### src/rtl/mem_access_stage.sv
// Memory access stage: launches loads/stores on the data cache over req/done, stalls upstream while busy,
// and extends load lanes. Optional MEM_MISALIGN_CHECK_EN traps misaligned half/word accesses.
module mem_access_stage #(
   parameter int unsigned ADDR_W = 32,
   parameter int unsigned DATA_W = 32,
   parameter int unsigned REG_W  = 5
) (
   input  logic              clk,
   input  logic              rst,
   input  logic              in_valid,
   input  logic              is_load_in,
   input  logic              is_store_in,
   input  logic              is_write_in,
   input  logic [1:0]        mem_size,
   input  logic              load_unsigned,
   input  logic [ADDR_W-1:0] alu_result,
   input  logic [DATA_W-1:0] store_data,
   input  logic [REG_W-1:0]  rd_in,
   output logic              stall,
   output logic              out_valid,
   output logic [DATA_W-1:0] wb_data,
   output logic [REG_W-1:0]  rd_out,
   output logic              is_write_out,
   output logic              dc_req,
   output logic              dc_we,
   output logic [ADDR_W-1:0] dc_addr,
   output logic [DATA_W-1:0] dc_wdata,
   output logic [3:0]        dc_be,
`ifdef MEM_MISALIGN_CHECK_EN
   output logic              misalign_exc,
`endif
   input  logic              dc_done,
   input  logic [DATA_W-1:0] dc_rdata
);

   localparam logic [0:0] S_IDLE = 1'b0;
   localparam logic [0:0] S_WAIT = 1'b1;
   localparam int unsigned BE_W  = 4;

   logic [0:0]        state_q, state_d;
   logic [1:0]        size_q, size_d;
   logic [1:0]        lane_q, lane_d;
   logic              unsigned_q, unsigned_d;
   logic [REG_W-1:0]  rd_q, rd_d;
   logic              write_q, write_d;

   logic              out_valid_q, out_valid_d;
   logic [DATA_W-1:0] wb_data_q, wb_data_d;
   logic [REG_W-1:0]  rd_out_q, rd_out_d;
   logic              is_write_out_q, is_write_out_d;
   logic              dc_req_q, dc_req_d;
   logic              dc_we_q, dc_we_d;
   logic [ADDR_W-1:0] dc_addr_q, dc_addr_d;
   logic [DATA_W-1:0] dc_wdata_q, dc_wdata_d;
   logic [BE_W-1:0]   dc_be_q, dc_be_d;
`ifdef MEM_MISALIGN_CHECK_EN
   logic              misalign_exc_q, misalign_exc_d;
`endif

   logic              mem_op_c;
   logic              misaligned_c;
   logic [BE_W-1:0]   be_c;
   logic [DATA_W-1:0] wdata_c;
   logic [7:0]        byte_c;
   logic [15:0]       half_c;
   logic [DATA_W-1:0] load_ext_c;

   // Incoming access decode: byte enables, replicated store data, alignment
   always_comb begin
      mem_op_c = in_valid & (is_load_in | is_store_in);
`ifdef MEM_MISALIGN_CHECK_EN
      misaligned_c = ((mem_size == 2'b01) & alu_result[0]) |
                     (mem_size[1] & (alu_result[1:0] != 2'b00));
`else
      misaligned_c = 1'b0;
`endif
      case (mem_size)
         2'b00: begin
            be_c    = 4'b0001 << alu_result[1:0];
            wdata_c = {4{store_data[7:0]}};
         end
         2'b01: begin
            be_c    = 4'b0011 << {alu_result[1], 1'b0};
            wdata_c = {2{store_data[15:0]}};
         end
         default: begin
            be_c    = 4'b1111;
            wdata_c = store_data;
         end
      endcase
   end

   // Load lane selection and extension from the captured address/size
   always_comb begin
      byte_c = 8'(dc_rdata >> {lane_q, 3'b000});
      half_c = 16'(dc_rdata >> {lane_q[1], 4'b0000});
      case (size_q)
         2'b00:   load_ext_c = {{24{~unsigned_q & byte_c[7]}}, byte_c};
         2'b01:   load_ext_c = {{16{~unsigned_q & half_c[15]}}, half_c};
         default: load_ext_c = dc_rdata;
      endcase
   end

   assign stall = ~rst & ((state_q == S_IDLE) ? (mem_op_c & ~misaligned_c) : ~dc_done);

   // Next-state and registered-output logic
   always_comb begin
      state_d        = state_q;
      size_d         = size_q;
      lane_d         = lane_q;
      unsigned_d     = unsigned_q;
      rd_d           = rd_q;
      write_d        = write_q;
      out_valid_d    = 1'b0;
      wb_data_d      = wb_data_q;
      rd_out_d       = rd_out_q;
      is_write_out_d = is_write_out_q;
      dc_req_d       = dc_req_q;
      dc_we_d        = dc_we_q;
      dc_addr_d      = dc_addr_q;
      dc_wdata_d     = dc_wdata_q;
      dc_be_d        = dc_be_q;
`ifdef MEM_MISALIGN_CHECK_EN
      misalign_exc_d = 1'b0;
`endif
      case (state_q)
         S_IDLE: begin
            if (mem_op_c && !misaligned_c) begin
               state_d    = S_WAIT;
               size_d     = mem_size;
               lane_d     = alu_result[1:0];
               unsigned_d = load_unsigned;
               rd_d       = rd_in;
               write_d    = is_write_in;
               dc_req_d   = 1'b1;
               dc_we_d    = is_store_in;
               dc_addr_d  = {alu_result[ADDR_W-1:2], 2'b00};
               dc_be_d    = is_store_in ? be_c : 4'b1111;
               if (is_store_in) begin
                  dc_wdata_d = wdata_c;
               end
`ifdef MEM_MISALIGN_CHECK_EN
            end else if (mem_op_c) begin
               out_valid_d    = 1'b1;
               misalign_exc_d = 1'b1;
               is_write_out_d = 1'b0;
               rd_out_d       = rd_in;
               wb_data_d      = DATA_W'(alu_result);
`endif
            end else if (in_valid) begin
               out_valid_d    = 1'b1;
               wb_data_d      = DATA_W'(alu_result);
               rd_out_d       = rd_in;
               is_write_out_d = is_write_in;
            end
         end
         S_WAIT: begin
            if (dc_done) begin
               state_d        = S_IDLE;
               dc_req_d       = 1'b0;
               out_valid_d    = 1'b1;
               rd_out_d       = rd_q;
               is_write_out_d = write_q & ~dc_we_q;
               if (!dc_we_q) begin
                  wb_data_d = load_ext_c;
               end
            end
         end
         default: state_d = S_IDLE;
      endcase
   end

   always_ff @(posedge clk or posedge rst) begin
      if (rst) begin
         state_q        <= S_IDLE;
         size_q         <= 2'b00;
         lane_q         <= 2'b00;
         unsigned_q     <= 1'b0;
         rd_q           <= '0;
         write_q        <= 1'b0;
         out_valid_q    <= 1'b0;
         wb_data_q      <= '0;
         rd_out_q       <= '0;
         is_write_out_q <= 1'b0;
         dc_req_q       <= 1'b0;
         dc_we_q        <= 1'b0;
         dc_addr_q      <= '0;
         dc_wdata_q     <= '0;
         dc_be_q        <= '0;
`ifdef MEM_MISALIGN_CHECK_EN
         misalign_exc_q <= 1'b0;
`endif
      end else begin
         state_q        <= state_d;
         size_q         <= size_d;
         lane_q         <= lane_d;
         unsigned_q     <= unsigned_d;
         rd_q           <= rd_d;
         write_q        <= write_d;
         out_valid_q    <= out_valid_d;
         wb_data_q      <= wb_data_d;
         rd_out_q       <= rd_out_d;
         is_write_out_q <= is_write_out_d;
         dc_req_q       <= dc_req_d;
         dc_we_q        <= dc_we_d;
         dc_addr_q      <= dc_addr_d;
         dc_wdata_q     <= dc_wdata_d;
         dc_be_q        <= dc_be_d;
`ifdef MEM_MISALIGN_CHECK_EN
         misalign_exc_q <= misalign_exc_d;
`endif
      end
   end

   assign out_valid    = out_valid_q;
   assign wb_data      = wb_data_q;
   assign rd_out       = rd_out_q;
   assign is_write_out = is_write_out_q;
   assign dc_req       = dc_req_q;
   assign dc_we        = dc_we_q;
   assign dc_addr      = dc_addr_q;
   assign dc_wdata     = dc_wdata_q;
   assign dc_be        = dc_be_q;
`ifdef MEM_MISALIGN_CHECK_EN
   assign misalign_exc = misalign_exc_q;
`endif

endmodule

### config.mk
export PLATFORM = sky130hd
export DESIGN_NAME = mem_access_stage
export DESIGN_NICKNAME = d
export VERILOG_FILES = /design/src/rtl/mem_access_stage.sv
export SDC_FILE = /design/constraint.sdc
export NUM_CORES = 1
export LEC_CHECK = 0
export BUFFER_PORTS_ARGS = -buffer_cell sky130_fd_sc_hd__buf_2
export CAP_MARGIN = 25
export CORE_MARGIN = 3
export CORE_UTILIZATION = 35
export DETAILED_ROUTE_END_ITERATION = 7
export SYNTH_ARGS = -nofsm -noshare
export SYNTH_HDL_FRONTEND = slang
export SYNTH_SLANG_ARGS = --single-unit
### constraint.sdc
create_clock -name clk -period 6.31 [get_ports clk]
set_input_delay 1.262 -clock clk [delete_from_list [all_inputs] [get_ports clk]]
set_output_delay 1.262 -clock clk [all_outputs]
set_load 0.02 [all_outputs]
======== Yosys cells after proc, flatten, opt, wreduce, memory -nomap -nowiden ========
Index checks and enable logic that the tools add are counted.
storage, ports and cells
  register bits ........................... 119
  bits of input ports ..................... 111
  output and inout port bits .............. 110
  word-level logic and storage cells ...... 72
operators by class
  equality and inequality tests ........... 7
  shifts and indexed selects .............. 4
  mux-type cells .......................... 28
  bitwise gates (word level) .............. 11
  reductions and logical operators ........ 7
operator list
  cell                   number
  $pmux W32 S2           3
  $mux W32               4
  $shr A32 B5 Y16        1
  $shr A32 B5 Y8         1
  $mux W5                3
  $mux W1                11
  $ne A2 B2 Y1 const B   5
  $pmux W5 S2            1
  $pmux W1 S2            4
  $pmux W4 S2            1
  $reduce_and A3 Y1      2
  $and A1 B1 Y1          5
  $not A1 Y1             5
  $eq A2 B1 Y1 const B   2
  $logic_not A2 Y1       2
  $mux W4                1
  $reduce_and A2 Y1      2
  $reduce_and A4 Y1      1
  $shl A1 B2 Y4 const A  1
  $shl A2 B2 Y4 const A  1
  $or A1 B1 Y1           1

======== Depth between registers and ports, before layout ========
  word-level depth ........................ 6
  depth in mapped cells ................... 7
  gate-level depth less buffers ........... 4

======== Worst setup path before layout ========
OpenSTA, ideal clock, no wires.
  path kind ............................... input to output
  from .................................... input rst
  to ...................................... output stall
  arrival ................................. 4.209 ns
  data required time ...................... 5.048 ns
  slack ................................... 0.839 ns
  stages on the path ...................... 2
  path buffers ............................ 0
  cell sequence ........................... inv_1 and2_1
between the ends
  cells in the longest elaborated chain, start to end .. 2
RTL lines
  what                RTL line  text
  start: declaration  9         input logic rst,
  $not A1 Y1          104       assign stall = ~rst & ((state_q == S_IDLE) ? (mem_op_c & ~misaligned_c) : ~dc_done);
  $and A1 B1 Y1       104
  end: declaration    19        output logic stall,
Every way passes these cells.

======== Final worst setup path ========
Ends and elaborated chain as after synthesis.

==> metrics <==
Setup Skew approximately 0.0075 ns; Synth Instances 553; Psw approximately 1.1 mW; Vias/cell 5.179; vias between 5,000 and 6,000; # fillers 1,564; syn avg cell area between 10 and 15 sq um; unrepaired setup endpoints after global routing false; HPWL after DPL ~13,000 um; CTS tree built; root buffer cell clkbuf_16; Worst-path clk slew ~0.060 ns; reg2reg start state_q; Syn. warnings 0; Seq/Total Area, Yosys between 50% and 60%; Leak ~3.6 nW; vias in the first global route 5,207; Worst setup SP type primary input; wire per inst 17.93 um; sw frac 36.56%; cell-internal power 1.993 mW; combinational power share around a third; Hold Crit Class reg2reg; Core Footprint 15,940 sq um; Sequential Area 2978 sq um; CP max stage cell inv_4; die area around 18,000 sq um; Pre-Repair DR Iteration Count 4; Flop pwr share a little over a third; CP arrival around 2.3 ns; hold_buf cts 0; Worst VDD drop 0.1921 mV; ratio of cells with drive above 1 in the final layout between 40% and 50%; Clock Sinks ~120; row cnt between 40 and 50; count of final setup violators 0; Post-CTS Resized 0; clock network power share between 30% and 40%; initial antenna violation count 3; setup_tns 0 ns; final hold violations 0; Hold Crit Endpoint dc_wdata[19]; Die Span X roughly 130 um; buffers added on ports between 200 and 250; Crit Path Category in2out; grt total ovfl 0; R2R Setup Slk about 3.8 ns; Max clock buf depth 2; DRT Wirelength 17,650 um; area of the multi-input gates about 2500 sq um; pwr dens 414.7 nW/um^2; CTS H-tree lvls 4; fin nets between 800 and 900; Most common cell on crit path buf_2; minimum clock period between 3 and 4 ns; IO Pins about 220; placed cell area 6942 sq um; Crit Reg-Reg Endpoint wb_data[30]; GPL Wtd Cong about 0.81; max-slew violations 0; area added between synthesis and finish 32.44%; pin count of the biggest net entering global routing 63; Power Total 3.142 mW; #FFs+latches synth roughly 120; prevailing post-synth register cell dfrtp_1; DRC 0; Slew @ Worst Pin around 0.93 ns; synthesized area about 5700 sq um; CP peak stage delay 0.52 ns; Post-CTS Setup Bufs 0; worst path cell trace buf_2 -> inv_4 -> and2_1 -> buf_2; FF-to-FF path depth 5; worst path required time 5.05 ns; post-route ant nets 0; status complete, no violations; DRT iter0 DRCs approximately 220; hold path cells 2; Max Cap Viol 0; Worst-Skew Late Latency about 0.4 ns; synth unique cells between 40 and 50; post-layout instance area around 7600 sq um; first-pass GRT wire length around 28,000 um; fmax 278.2 MHz; Initial Util 35.87%; CTS Buf Count 17; Die Height 133.8 um; Hold Path Origin dc_wdata[19]; EDFF count, synth 0; Critical Path End Type primary output; period utilization between 50% and 60%; asr flop ratio synth between 90% and 100%; GR Util All Layers around a fifth; CP max FO a little over 60; Max-slew headroom roughly two fifths
[cell usage after synthesis (3+ instances only)]
master | instances | share of area, %
nor2b_1 | 9 | 0.98
buf_2 | 13 | 1.1
nor2_1 | 52 | 3.4
and3_1 | 16 | 1.8
nand2_1 | 40 | 2.6
mux2i_1 | 40 | 7.0
mux2_2 | 46 | 9.1
a211oi_1 | 15 | 2.0
clkbuf_1 | 24 | 1.6
o21ai_0 | 41 | 3.6
buf_4 | 4 | 0.53
a2111oi_1 | 3 | 0.53
a21oi_1 | 65 | 5.7
o22ai_1 | 8 | 0.88
dfrtp_1 | 119 | 52
a2111oi_0 | 4 | 0.61
a21o_1 | 9 | 1.2
or3_1 | 9 | 0.98
inv_1 | 7 | 0.46
[kinds of logic after synthesis]
logic type | Yosys count | share of synthesized area, %
multiplexers | 86 | 16.06
buffers and inverters | 52 | 4.091
other | 1 | 0.06557
flip-flops | 119 | 52.07
AO/OA/AOI/OAI | 157 | 16.39
AND/OR/NAND/NOR | 138 | 11.33
[flip-flops by register name, summed over array words and instances (netlist names)]
| signal | flops |
|---|---|
| dc_addr | 30 |
| dc_be | 4 |
| dc_req | 1 |
| dc_wdata | 32 |
| dc_we | 1 |
| is_write_out | 1 |
| lane_q | 2 |
| out_valid | 1 |
| rd_out | 5 |
| rd_q | 5 |
| size_q | 2 |
| state_q | 1 |
| unsigned_q | 1 |
| wb_data | 32 |
| write_q | 1 |
[metrics by stage]
step	utilization, %	hold WS (ns)	std cells	setup slack, ns
floorplan	-	0.4805	554	0.8385
global placement	43.37	0.4583	948	2.695
detailed placement	43.54	0.4675	949	2.657
global route	47.51	0.5108	984	2.558
CTS	47.39	0.4831	981	2.661
finish	47.51	0.4795	984	2.716
[power groups by stage]
stage	clock, mW	combinational [mW]	sequential, mW
2_1_floorplan	0	0.399	1.37
3_3_place_gp	0	0.987	1.13
3_5_place_dp	0	1.01	1.14
4_1_cts	1.02	1.01	1.13
5_1_grt	1.06	1.08	1.17
6_report	1.00	1.00	1.13
[critical path: cells and delay by family]
family / cells / cell delay (ns)
buffers and inverters: 3 / 0.80
AND/OR/NAND/NOR: 1 / 0.23
[cell usage in the layout (no fill, tap or decap), types with 2 or more instances in the layout]
master,Yosys,final
nor2b_1,9,9
or3_1,9,9
nand2_1,40,40
a211oi_1,15,15
a2111oi_0,4,4
mux2_2,46,46
inv_1,7,6
clkinvlp_4,0,4
inv_6,0,2
buf_4,4,4
nor2_1,52,52
a21oi_1,65,65
o21ai_0,41,41
diode_2,0,2
nand2b_1,2,2
nor2_2,2,2
a2111oi_1,3,3
clkbuf_16,0,17
mux2i_1,40,40
o21bai_1,2,2
a31oi_1,2,2
and3_1,16,16
a21o_1,9,9
buf_2,13,218
dfrtp_1,119,119
nand3_1,2,2
o22ai_1,8,8
bufinv_16,0,3
clkinv_4,0,3
conb_1,1,2
clkinv_2,0,2
[layout make-up]
| type | count | share of cell area (%) |
|---|---|---|
| flip-flops and latches | 119 | 39.31 |
| multi-input cells | 383 | 33.17 |
| repair buffers | 224 | 15.36 |
| clock buffers | 18 | 5.798 |
| well taps | 216 | 3.568 |
| clock inverters | 14 | 2.296 |
| inverters | 8 | 0.4295 |
| diodes | 2 | 0.06607 |
[routing by layer]
metal,global-route usage (%),share of wire (%),wire (um)
met1,24.38,42,7416
met2,31.89,48,8491
met3,6.939,8.3,1469
met4,6.286,1.5,257
met5,0,0.079,14
[how the worst max path moves through the flow]
stage | start | to | slack (ns) | cells after the start
floorplan | rst | stall | 0.84 | 2
global placement | rst | stall | 2.70 | 4
detailed placement | rst | stall | 2.66 | 4
CTS | rst | stall | 2.66 | 4
global route | rst | stall | 2.56 | 4
finish | rst | stall | 2.72 | 4
(Power assumes the default switching activity.)
